==> src/rtl/immediate_encoder_if.sv <==
// Handshake and result bundle for immediate_encoder.
// master: producer/consumer side; slave: the encoder itself.
interface immediate_encoder_if;
  logic        in_valid;
  logic        in_ready;
  logic [31:0] value;
  logic        out_valid;
  logic        out_ready;
  logic        encodable;
  logic [11:0] immediate;
  logic        check_err;

  modport master (
    output in_valid, value, out_ready,
    input  in_ready, out_valid, encodable, immediate, check_err
  );

  modport slave (
    input  in_valid, value, out_ready,
    output in_ready, out_valid, encodable, immediate, check_err
  );
endinterface

==> src/rtl/immediate_encoder.sv <==
// immediate_encoder: finds the lowest rot (0..15) such that a 32-bit constant
// equals ROR({24'b0,imm8}, 2*rot), one rot candidate per clock cycle.
// Result is {rot, imm8}; non-encodable constants report encodable=0, 12'h000.
// Optional macro IMMEDIATE_ENCODER_SELFCHECK_EN: re-expands the result on
// entry to DONE and flags check_err when it does not reproduce the constant.
module immediate_encoder (
  input logic                 clk,
  input logic                 rst,
  immediate_encoder_if.slave  bus
);

  localparam logic [1:0] S_IDLE   = 2'd0;
  localparam logic [1:0] S_SEARCH = 2'd1;
  localparam logic [1:0] S_DONE   = 2'd2;

  logic [1:0]  r_state;
  logic [31:0] r_val;
  logic [3:0]  r_rot;
  logic        r_enc;
  logic [11:0] r_imm;

  logic [4:0]  w_shamt;
  logic [31:0] w_cand;
  logic        w_match;
  logic        w_last;

  // Candidate for the current rot: ROL(val_q, 2*rot); shamt 0 makes the
  // right-shift term a full-width shift, which yields zero.
  always_comb begin
    w_shamt = {r_rot, 1'b0};
    w_cand  = (r_val << w_shamt) | (r_val >> (6'd32 - {1'b0, w_shamt}));
    w_match = (w_cand[31:8] == 24'h000000);
    w_last  = (r_rot == 4'd15);
  end

  // Handshake, search sequencing and result latching
  always_ff @(posedge clk) begin
    if (rst) begin
      r_state <= S_IDLE;
      r_val   <= '0;
      r_rot   <= '0;
      r_enc   <= 1'b0;
      r_imm   <= '0;
    end else begin
      case (r_state)
        S_IDLE: begin
          if (bus.in_valid) begin
            r_val   <= bus.value;
            r_rot   <= '0;
            r_state <= S_SEARCH;
          end
        end
        S_SEARCH: begin
          if (w_match) begin
            r_enc   <= 1'b1;
            r_imm   <= {r_rot, w_cand[7:0]};
            r_state <= S_DONE;
          end else if (w_last) begin
            r_enc   <= 1'b0;
            r_imm   <= '0;
            r_state <= S_DONE;
          end else begin
            r_rot   <= r_rot + 4'd1;
          end
        end
        S_DONE: begin
          if (bus.out_ready) begin
            r_state <= S_IDLE;
          end
        end
        default: r_state <= S_IDLE;
      endcase
    end
  end

  assign bus.in_ready  = (r_state == S_IDLE);
  assign bus.out_valid = (r_state == S_DONE);
  assign bus.encodable = r_enc;
  assign bus.immediate = r_imm;

`ifdef IMMEDIATE_ENCODER_SELFCHECK_EN
  logic        r_chk;
  logic [31:0] w_imm_ext;
  logic [31:0] w_recon;

  // Re-expand the result being latched: ROR({24'b0,imm8}, 2*rot)
  always_comb begin
    w_imm_ext = {24'h000000, w_cand[7:0]};
    w_recon   = (w_imm_ext >> w_shamt) | (w_imm_ext << (6'd32 - {1'b0, w_shamt}));
  end

  // Check flag is evaluated on the same edge that enters DONE
  always_ff @(posedge clk) begin
    if (rst) begin
      r_chk <= 1'b0;
    end else if (r_state == S_SEARCH) begin
      if (w_match) begin
        r_chk <= (w_recon != r_val);
      end else if (w_last) begin
        r_chk <= 1'b0;
      end
    end
  end

  assign bus.check_err = r_chk;
`else
  assign bus.check_err = 1'b0;
`endif

endmodule

==> src/flat_wrapper.sv <==
// flat-port wrapper written by rule: the top's interface ports become plain ports
module immediate_encoder_flat 
  (clk, rst, bus_in_valid, bus_value, bus_out_ready, bus_in_ready, bus_out_valid, bus_encodable, bus_immediate, bus_check_err);
  immediate_encoder_if bus_i ();
  input logic clk;
  input logic rst;
  input wire logic [$bits(bus_i.in_valid)-1:0] bus_in_valid;
  input wire logic [$bits(bus_i.value)-1:0] bus_value;
  input wire logic [$bits(bus_i.out_ready)-1:0] bus_out_ready;
  output wire logic [$bits(bus_i.in_ready)-1:0] bus_in_ready;
  output wire logic [$bits(bus_i.out_valid)-1:0] bus_out_valid;
  output wire logic [$bits(bus_i.encodable)-1:0] bus_encodable;
  output wire logic [$bits(bus_i.immediate)-1:0] bus_immediate;
  output wire logic [$bits(bus_i.check_err)-1:0] bus_check_err;
  assign bus_i.in_valid = bus_in_valid;
  assign bus_i.value = bus_value;
  assign bus_i.out_ready = bus_out_ready;
  assign bus_in_ready = bus_i.in_ready;
  assign bus_out_valid = bus_i.out_valid;
  assign bus_encodable = bus_i.encodable;
  assign bus_immediate = bus_i.immediate;
  assign bus_check_err = bus_i.check_err;
  immediate_encoder u_core (.clk(clk), .rst(rst), .bus(bus_i));
endmodule
==> config.mk <==
export PLATFORM = sky130hd
export DESIGN_NAME = immediate_encoder_flat
export DESIGN_NICKNAME = d
export VERILOG_FILES = /design/src/rtl/immediate_encoder_if.sv /design/src/rtl/immediate_encoder.sv /design/src/flat_wrapper.sv
export SDC_FILE = /design/constraint.sdc
export NUM_CORES = 1
export LEC_CHECK = 0
export CAP_MARGIN = 20
export CORE_MARGIN = 2
export CORE_UTILIZATION = 56
export DETAILED_ROUTE_END_ITERATION = 6
export PLACE_DENSITY = 0.9
export SLEW_MARGIN = 10
export SYNTH_ARGS = -nofsm -noshare
export SYNTH_HDL_FRONTEND = slang
export SYNTH_SLANG_ARGS = --single-unit
export TNS_END_PERCENT = 50
==> constraint.sdc <==
create_clock -name clk -period 5.7 [get_ports clk]
set_input_delay 1.14 -clock clk [delete_from_list [all_inputs] [get_ports clk]]
set_output_delay 1.14 -clock clk [all_outputs]
set_load 0.05 [all_outputs]
==> results of run 1 <==
-- worst paths after layout --
check | start | to | slack, ps | depth (start not counted)
min | u_core.bus.immediate[7] | u_core.bus.immediate[7] | 480 | 2
min reg2reg | u_core.bus.immediate[7] | u_core.bus.immediate[7] | 480 | 2
max | u_core.r_rot[0] | u_core.bus.immediate[4] | 1290 | 11
max reg2reg | u_core.r_rot[0] | u_core.bus.immediate[4] | 1290 | 11
-- placed cells by master, fill, tap and decap left out, types with 9 or more instances in the layout --
master	count
mux2i_1	30
nor2_1	32
o21ai_0	12
clkdlybuf4s50_1	49
nand3_1	12
mux4_2	17
nand2_1	94
dfxtp_1	50
a21oi_1	54
nor4_1	11
nor2b_1	9
-- cell type report --
cell class | instances | area [µm²] | area share [%]
multi-input combinational | 400 | 2689 | 59.63
sequential | 51 | 1022 | 22.67
timing repair buffer | 57 | 548.0 | 12.15
tap | 96 | 120.1 | 2.664
clock buffer | 8 | 100.1 | 2.220
inverter | 8 | 30.03 | 0.6659
-- critical path, stage by stage, from the launching register on --
cell,delay [ps]
dfxtp_2,330
inv_1,210
ha_1,530
buf_4,270
mux4_2,330
or4_1,540
nor4bb_1,430
a211oi_1,190
a221oi_4,430
nand2_1,330
or4_1,610
a31oi_1,150
-- power by group through the flow --
| stage | Combinational (mW) | Sequential [mW] | Clock (mW) |
|---|---|---|---|
| 2_1_floorplan | 0.281 | 0.404 | 0 |
| 3_3_place_gp | 0.353 | 0.415 | 0 |
| 3_5_place_dp | 0.362 | 0.416 | 0 |
| 4_1_cts | 0.365 | 0.407 | 0.233 |
| 5_1_grt | 0.401 | 0.413 | 0.242 |
| 6_report | 0.372 | 0.409 | 0.229 |
-- state kept, by name, summed over array words and instances (netlist names) --
register and cells:
u_core.r_val 32, u_core.bus.immediate 12, u_core.r_rot 4, u_core.bus.encodable 1, u_core.r_state 2
-- metal layers --
layer  routed length [µm]  global-route usage, %
met1                 4384                  38.41
met2                 5037                  46.97
met3                  878                  3.676
met4                  185                  6.993
met5                    0                      0
-- kinds of logic (layout without fill, tap and decap cells) --
group / count (synthesis) / after routing / share of synthesized area [%]
other: 1 / 1 / 0.09524
muxes: 55 / 55 / 19.64
adders and majority gates: 2 / 2 / 0.6354
buffers and inverters: 55 / 73 / 5.783
AOI/OAI and AO/OA: 130 / 130 / 21.58
and+or+nand+nor: 209 / 209 / 25.68
DFF: 51 / 51 / 25.93
xor gates and xnor gates: 3 / 3 / 0.6674
-- stage by stage --
stage	hold WS (ps)	worst slack [ps]
after global routing	507.8	1077
after floorplan	467.8	1535
after global placement	460.1	1576
after CTS	483.3	1337
after detailed placement	469.3	1354
final	476.8	1288
==> impl_metrics.json, run 1 <==
{
  "status": "complete, no violations",
  "area_growth_syn_to_layout_pct": 14.52,
  "die_width_um": 87.85,
  "drc": 0,
  "die_y_um": 87.85,
  "fin_area_mm2": 0.004509,
  "cts_sinks": 51,
  "dieArea_mm2": 0.007718,
  "hp-class": "reg -> reg",
  "drive_gt1_share_pct": 9.160,
  "hpwl_um": 7438,
  "p_leak_nw": 1.522,
  "dr.pass1.iters": 5,
  "overflow": 0,
  "drv_cap": 0,
  "yosys.area.top_type_share_pct": 25.93,
  "yosysWarnings": 0,
  "fp.coreArea_mm2": 0.006794,
  "dp.cells": 612,
  "n_fill_cell": 592,
  "nets": 561,
  "cts-root-buf": "clkbuf_8",
  "relSlewSlack_pct": 34.05,
  "synth_top_flop_cell": "dfxtp_1",
  "cts_setup_buffers": 0,
  "period_share_pct": 77.40,
  "ys_types": 61,
  "yosys_register_bits": 51,
  "clock_latency_ps": 300,
  "holdBufCountCts": 0,
  "diodes": 0,
  "fin_skew_ps": 6.764,
  "ys_seq_area_share_pct": 25.93,
  "rows": 30,
  "cts_resized": 0,
  "initial_core_util_pct": 57.96,
  "antenna_found_initial": 0,
  "grt_max_degree": 72,
  "syn_nets": 544,
  "drt-total-wl_um": 10490,
  "end_kind": "flop",
  "tritoncts": "built",
  "cts_buffers": 5,
  "final_core_util_pct": 66.37,
  "htreeDepth": 2,
  "power.density_mw_per_mm2": 223.8,
  "synth.most_common_cell": "nand2_1",
  "switching_share_pct": 35.70,
  "netlist_area_mm2": 0.003938,
  "cp_max_fo": 14,
  "grt_pass1_vias": 3616,
  "finalSetupViolations": 0,
  "rsz0062_at_grt": "false",
  "period_minus_slack_ps": 4412,
  "max-clock-path-buffers": 2,
  "avgSynthCellArea_um2": 7.782,
  "io_pins": 52,
  "arrival_ps": 4630,
  "place.gp.congestion": 0.9956,
  "final_cells": 620,
  "combinationalPowerShare_pct": 36.8,
  "synthArstFlopShare_pct": 0,
  "seqPwrFrac_pct": 40.5,
  "required_ps": 5920,
  "portBuffers": 50,
  "worst_pin_slew_ps": 986.8,
  "power_frac_clock_pct": 22.7,
  "netlist_top_cells_area": "dfxtp_1 26%, mux4_2 9.7%, nand2_1 9.0%",
  "p_int_mw": 0.6490,
  "grt.total_usage_pct": 28.05,
  "post_dp_cell_area_mm2": 0.004409,
  "path_clk_slew_ps": 90,
  "synthCells": 506,
  "ir_worst_vdd_v": 0.0001227,
  "hold_violations": 0,
  "max_freq_mhz": 226.7,
  "routedWlPerCell_um": 16.91,
  "final.setup.tns_ps": 0,
  "drtIter0Drc": 520,
  "setup.worst_path.start_class": "flop",
  "synthTopCellsByCount": "94 x nand2_1, 54 x a21oi_1, 51 x dfxtp_1, 33 x clkbuf_1, 32 x nor2_1",
  "vias_per_cell": 6.456,
  "ant_nets": 0,
  "yosysTopAreaCell": "dfxtp_1",
  "p_sw_mw": 0.3604,
  "p_total_mw": 1.009,
  "grt_pass1_wl_um": 17600,
  "slew_viol_final": 0,
  "path_class": "reg -> reg",
  "synth-edff-count": 0,
  "vias": 4003
}
No activity file was read; power rests on OpenSTA's default activity.
==> run 2, diff against run 1 <==
==> constraint.sdc (replaced) <==
create_clock -name clk -period 4.4 [get_ports clk]
set_input_delay 0.88 -clock clk [delete_from_list [all_inputs] [get_ports clk]]
set_output_delay 0.88 -clock clk [all_outputs]
set_load 0.05 [all_outputs]
==> impl_metrics.json, run 2 (synthesis gave the netlist of run 1 again) <==
{
  "status": "complete, no violations",
  "p_leak_nw": 1.551,
  "drc": 0,
  "cpPeakStageDelay_ps": 550,
  "setup.worst_path.start_class": "flop",
  "cts_resized": 0,
  "drtIter0Drc": 520,
  "area_growth_syn_to_layout_pct": 15.73,
  "cts_sinks": 51,
  "period_share_pct": 89.44,
  "rsz0062_at_grt": "false",
  "finalSetupViolations": 0,
  "cts_buffers": 5,
  "final_cells": 624,
  "fin_skew_ps": 5.628,
  "regArea_mm2": 0.001022,
  "path_clk_slew_ps": 100,
  "cts-root-buf": "clkbuf_8",
  "multi_input_area_mm2": 0.002689,
  "hold_violations": 0,
  "dp.cells": 616,
  "fin_area_mm2": 0.004557,
  "grt_max_degree": 57,
  "final_core_util_pct": 67.07,
  "dp_slack_ps": 554.4,
  "layout_commonest_cell": "nand2_1",
  "most-common-layout-cells": "94 x nand2_1, 54 x a21oi_1, 50 x dfxtp_1",
  "hp-class": "reg -> reg",
  "n_fill_cell": 576,
  "grt.total_usage_pct": 28.82,
  "vias_per_cell": 6.385,
  "htreeDepth": 2,
  "max_freq_mhz": 254.1,
  "overflow": 0,
  "post_dp_cell_area_mm2": 0.004439,
  "largest_reg_flops": 32,
  "drv_cap": 0,
  "diodes": 0,
  "cpMaxStageDelayCell": "or4_1",
  "ir_worst_vdd_v": 0.0002030,
  "place.gp.congestion": 0.9980,
  "path_class": "reg -> reg",
  "dieArea_mm2": 0.007718,
  "relSlewSlack_pct": 36.26,
  "period_minus_slack_ps": 3935,
  "fin_ws_ps": 464.6,
  "holdBufCountCts": 0,
  "hold_slack_ps": 492.5,
  "end_kind": "flop",
  "tritoncts": "built",
  "rows": 30,
  "portBuffers": 50,
  "crit_chain": "inv_1 -> ha_1 -> buf_4 -> mux4_2 -> or4_1 -> nor4bb_1 -> a211oi_1 -> a221oi_4 -> nand3b_2 -> or2_1 -> o32ai_1",
  "final.setup.tns_ps": 0,
  "dr.pass1.iters": 5,
  "initial_core_util_pct": 57.96,
  "nets": 565,
  "arrival_ps": 4160,
  "required_ps": 4620,
  "cp_max_fo": 23,
  "vias": 3984,
  "drive_gt1_share_pct": 10.04,
  "routedWlPerCell_um": 17.00,
  "slew_viol_final": 0,
  "power.density_mw_per_mm2": 300.6,
  "ant_nets": 0,
  "cts_setup_buffers": 0,
  "max-clock-path-buffers": 2,
  "grt_pass1_wl_um": 17750,
  "grt_pass1_vias": 3505,
  "drt-total-wl_um": 10610,
  "hpwl_um": 7589,
  "antenna_found_initial": 0,
  "clock_latency_ps": 310,
  "worst_pin_slew_ps": 953.8,
  "fp.coreArea_mm2": 0.006794,
  "io_pins": 52,
  "p_total_mw": 1.370,
  "die_width_um": 87.85,
  "largest-register": "u_core.r_val",
  "die_y_um": 87.85
}
## run 2: cell types whose count changed in the layout (fill, tap and decap cells not counted)
cell	delta
buf_4	+4
bufinv_16	+1
clkbuf_1	-1
clkbuf_8	-1
clkinv_2	+1
## run 2: routing by layer
| metal | global-route usage (%) | up-vias | part of all wire, % |
|---|---|---|---|
| met5 | 0 | - | 0 |
| met1 | 41.40 | 1883 | 43 |
| met2 | 45.59 | 179 | 48 |
| li1 | - | 1908 | - |
| met3 | 3.770 | 14 | 7.2 |
| met4 | 8.252 | 0 | 1.6 |
## run 2: area by class of cell
class / count / share of cell area (%)
multi-input cells: 400 / 59.01
flip-flops and latches: 51 / 22.43
repair buffers: 61 / 12.69
well taps: 96 / 2.636
clock buffers: 6 / 1.812
clock inverters: 2 / 0.7688
inverters: 8 / 0.6590
## run 2: where the power goes
| part | leakage, nW | switching [mW] | total, mW | internal (mW) |
|---|---|---|---|---|
| sequential | 0.417 | 0.0448 | 0.530 | 0.485 |
| combinational | 1.07 | 0.273 | 0.489 | 0.216 |
| clock | 0.0612 | 0.166 | 0.351 | 0.184 |
## run 2: worst paths after layout
path / startpoint / end / slack [ps] / cells after the start
worst max-delay path: u_core.r_rot[1] / u_core.bus.immediate[0] / 460 / 11
worst max register to register: u_core.r_rot[1] / u_core.bus.immediate[0] / 460 / 11
worst min register to register: u_core.bus.immediate[7] / u_core.bus.immediate[7] / 490 / 2
worst min-delay path: u_core.bus.immediate[7] / u_core.bus.immediate[7] / 490 / 2
## run 2: worst max-delay path, delay by kind of cell (launching register included)
| family | cells | cell delay [ps] |
|---|---|---|
| DFF | 1 | 350 |
| muxes | 1 | 370 |
| buffers and inverters | 2 | 420 |
| AOI/OAI and AO/OA | 3 | 850 |
| and+or+nand+nor | 4 | 1500 |
| adders and majority gates | 1 | 350 |
==> run 3, diff against run 2 <==
--- a/config.mk
+++ b/config.mk
@@ -10,8 +10,9 @@
 export CORE_UTILIZATION = 56
 export DETAILED_ROUTE_END_ITERATION = 6
 export PLACE_DENSITY = 0.9
+export REMOVE_ABC_BUFFERS = 1
 export SLEW_MARGIN = 10
 export SYNTH_ARGS = -nofsm -noshare
 export SYNTH_HDL_FRONTEND = slang
 export SYNTH_SLANG_ARGS = --single-unit
-export TNS_END_PERCENT = 50
+export TNS_END_PERCENT = 5
==> impl_metrics.json, run 3 (synthesis gave the netlist of run 1 again) <==
{
  "drv_cap": 0,
  "largest_reg_flops": 32,
  "dp_slack_ps": 574.3,
  "required_ps": 4610,
  "initial_core_util_pct": 57.96,
  "power.density_mw_per_mm2": 294.1,
  "hpwl_um": 7880,
  "die_y_um": 87.85,
  "grt_pass1_vias": 3575,
  "layout_commonest_cell": "nand2_1",
  "setup.worst_path.start_class": "flop",
  "tritoncts": "built",
  "path_clk_slew_ps": 90,
  "status": "complete, no violations",
  "ant_nets": 0,
  "cts_buffers": 5,
  "use_met3_pct": 2.639,
  "cts_setup_buffers": 0,
  "finalSetupViolations": 0,
  "drive_gt1_share_pct": 10.36,
  "antenna_found_initial": 0,
  "holdBufCountCts": 0,
  "cts_resized": 0,
  "slew_viol_final": 0,
  "end_kind": "flop",
  "io_pins": 52,
  "cts-root-buf": "clkbuf_8",
  "n_fill_cell": 579,
  "max-clock-path-buffers": 2,
  "cts_sinks": 51,
  "drc": 0,
  "vias_per_cell": 6.271,
  "p_leak_nw": 1.565,
  "area_growth_syn_to_layout_pct": 16.40,
  "use_met2_pct": 48.62,
  "largest-register": "u_core.r_val",
  "die_width_um": 87.85,
  "multi_input_area_mm2": 0.002689,
  "arrival_ps": 4100,
  "relSlewSlack_pct": 32.20,
  "max_freq_mhz": 257.2,
  "r2r_cells": 10,
  "fin_skew_ps": 9.307,
  "grt_pass1_wl_um": 18310,
  "diodes": 0,
  "period_share_pct": 88.38,
  "grt.total_usage_pct": 29.76,
  "nets": 569,
  "dieArea_mm2": 0.007718,
  "fp.coreArea_mm2": 0.006794,
  "vias": 3932,
  "fin_ws_ps": 511.4,
  "busiest_layer": "met2",
  "period_minus_slack_ps": 3889,
  "routedWlPerCell_um": 17.46,
  "rows": 30,
  "hp-class": "reg -> reg",
  "portBuffers": 50,
  "hold_path_depth": 2,
  "htreeDepth": 2,
  "rsz0062_at_grt": "false",
  "path_class": "reg -> reg",
  "worst_pin_slew_ps": 1015,
  "grt_max_degree": 57,
  "use_met1_pct": 42.35,
  "dr.pass1.iters": 5,
  "ir_worst_vdd_v": 0.0001653,
  "drtIter0Drc": 427,
  "clock_latency_ps": 310,
  "cp_max_fo": 12,
  "drt-total-wl_um": 10950,
  "place.gp.congestion": 0.9904,
  "hold_violations": 0,
  "overflow": 0,
  "most-common-layout-cells": "94 x nand2_1, 54 x a21oi_1, 50 x dfxtp_1",
  "p_total_mw": 1.348,
  "regArea_mm2": 0.001022
}
==> run 3: cell count changes in the layout (fill, tap and decap cells not counted), sizes merged <==
| cell | before | now |
|---|---|---|
| buf | 12 | 16 |
| clkinv | 1 | 0 |
==> run 3: area by class of cell <==
class	count	share of cell area (%)
Clock inverter	1	0.6552
Clock buffer	6	1.583
Sequential cell	51	22.30
Multi-Input combinational cell	400	58.67
Tap cell	96	2.621
Timing Repair Buffer	65	13.51
Inverter	8	0.6552
==> run 3: per-stage QoR <==
| step | instance area, µm² | cells | setup TNS [ps] | hold WS (ps) | util, % |
|---|---|---|---|---|---|
| final | 4583 | 627 | 0 | 480.4 | 67.46 |
| after global routing | 4583 | 627 | 0 | 516.5 | 67.46 |
| after CTS | 4568 | 626 | 0 | 479.7 | 67.24 |
| after detailed placement | 4466 | 619 | 0 | 466.7 | 65.73 |
| after global placement | 4454 | 618 | 0 | 455.8 | 65.56 |
| after floorplan | 3740 | 459 | -37870 | 461.7 | - |
==> run 3: final timing paths <==
kind	start	endpoint	slack [ps]
setup reg to reg	u_core.r_rot[1]	u_core.bus.immediate[0]	510
hold reg to reg	u_core.bus.encodable	u_core.bus.encodable	480
hold / removal	u_core.bus.encodable	u_core.bus.encodable	480
setup / recovery	u_core.r_rot[1]	u_core.bus.immediate[0]	510
==> run 3: worst max-delay path, stage by stage (launching register included) <==
cell	delay, ps
dfxtp_1	340
inv_1	80
ha_1	410
buf_4	240
mux2_2	370
or4b_1	520
or4_4	560
a221oi_4	420
nand3b_2	260
or2_1	300
o32ai_1	300
==> run 3: report_power, final <==
| part | switching, mW | total, mW | internal (mW) |
|---|---|---|---|
| clock network | 0.153 | 0.320 | 0.167 |
| registers | 0.0446 | 0.530 | 0.485 |
| logic | 0.275 | 0.498 | 0.224 |
==> run 3: metal layers <==
layer / wire length, µm / vias to the layer above
li1: - / 1915
met1: 4772 / 1803
met2: 5178 / 187
met3: 720 / 27
met4: 276 / 0
met5: 0 / -
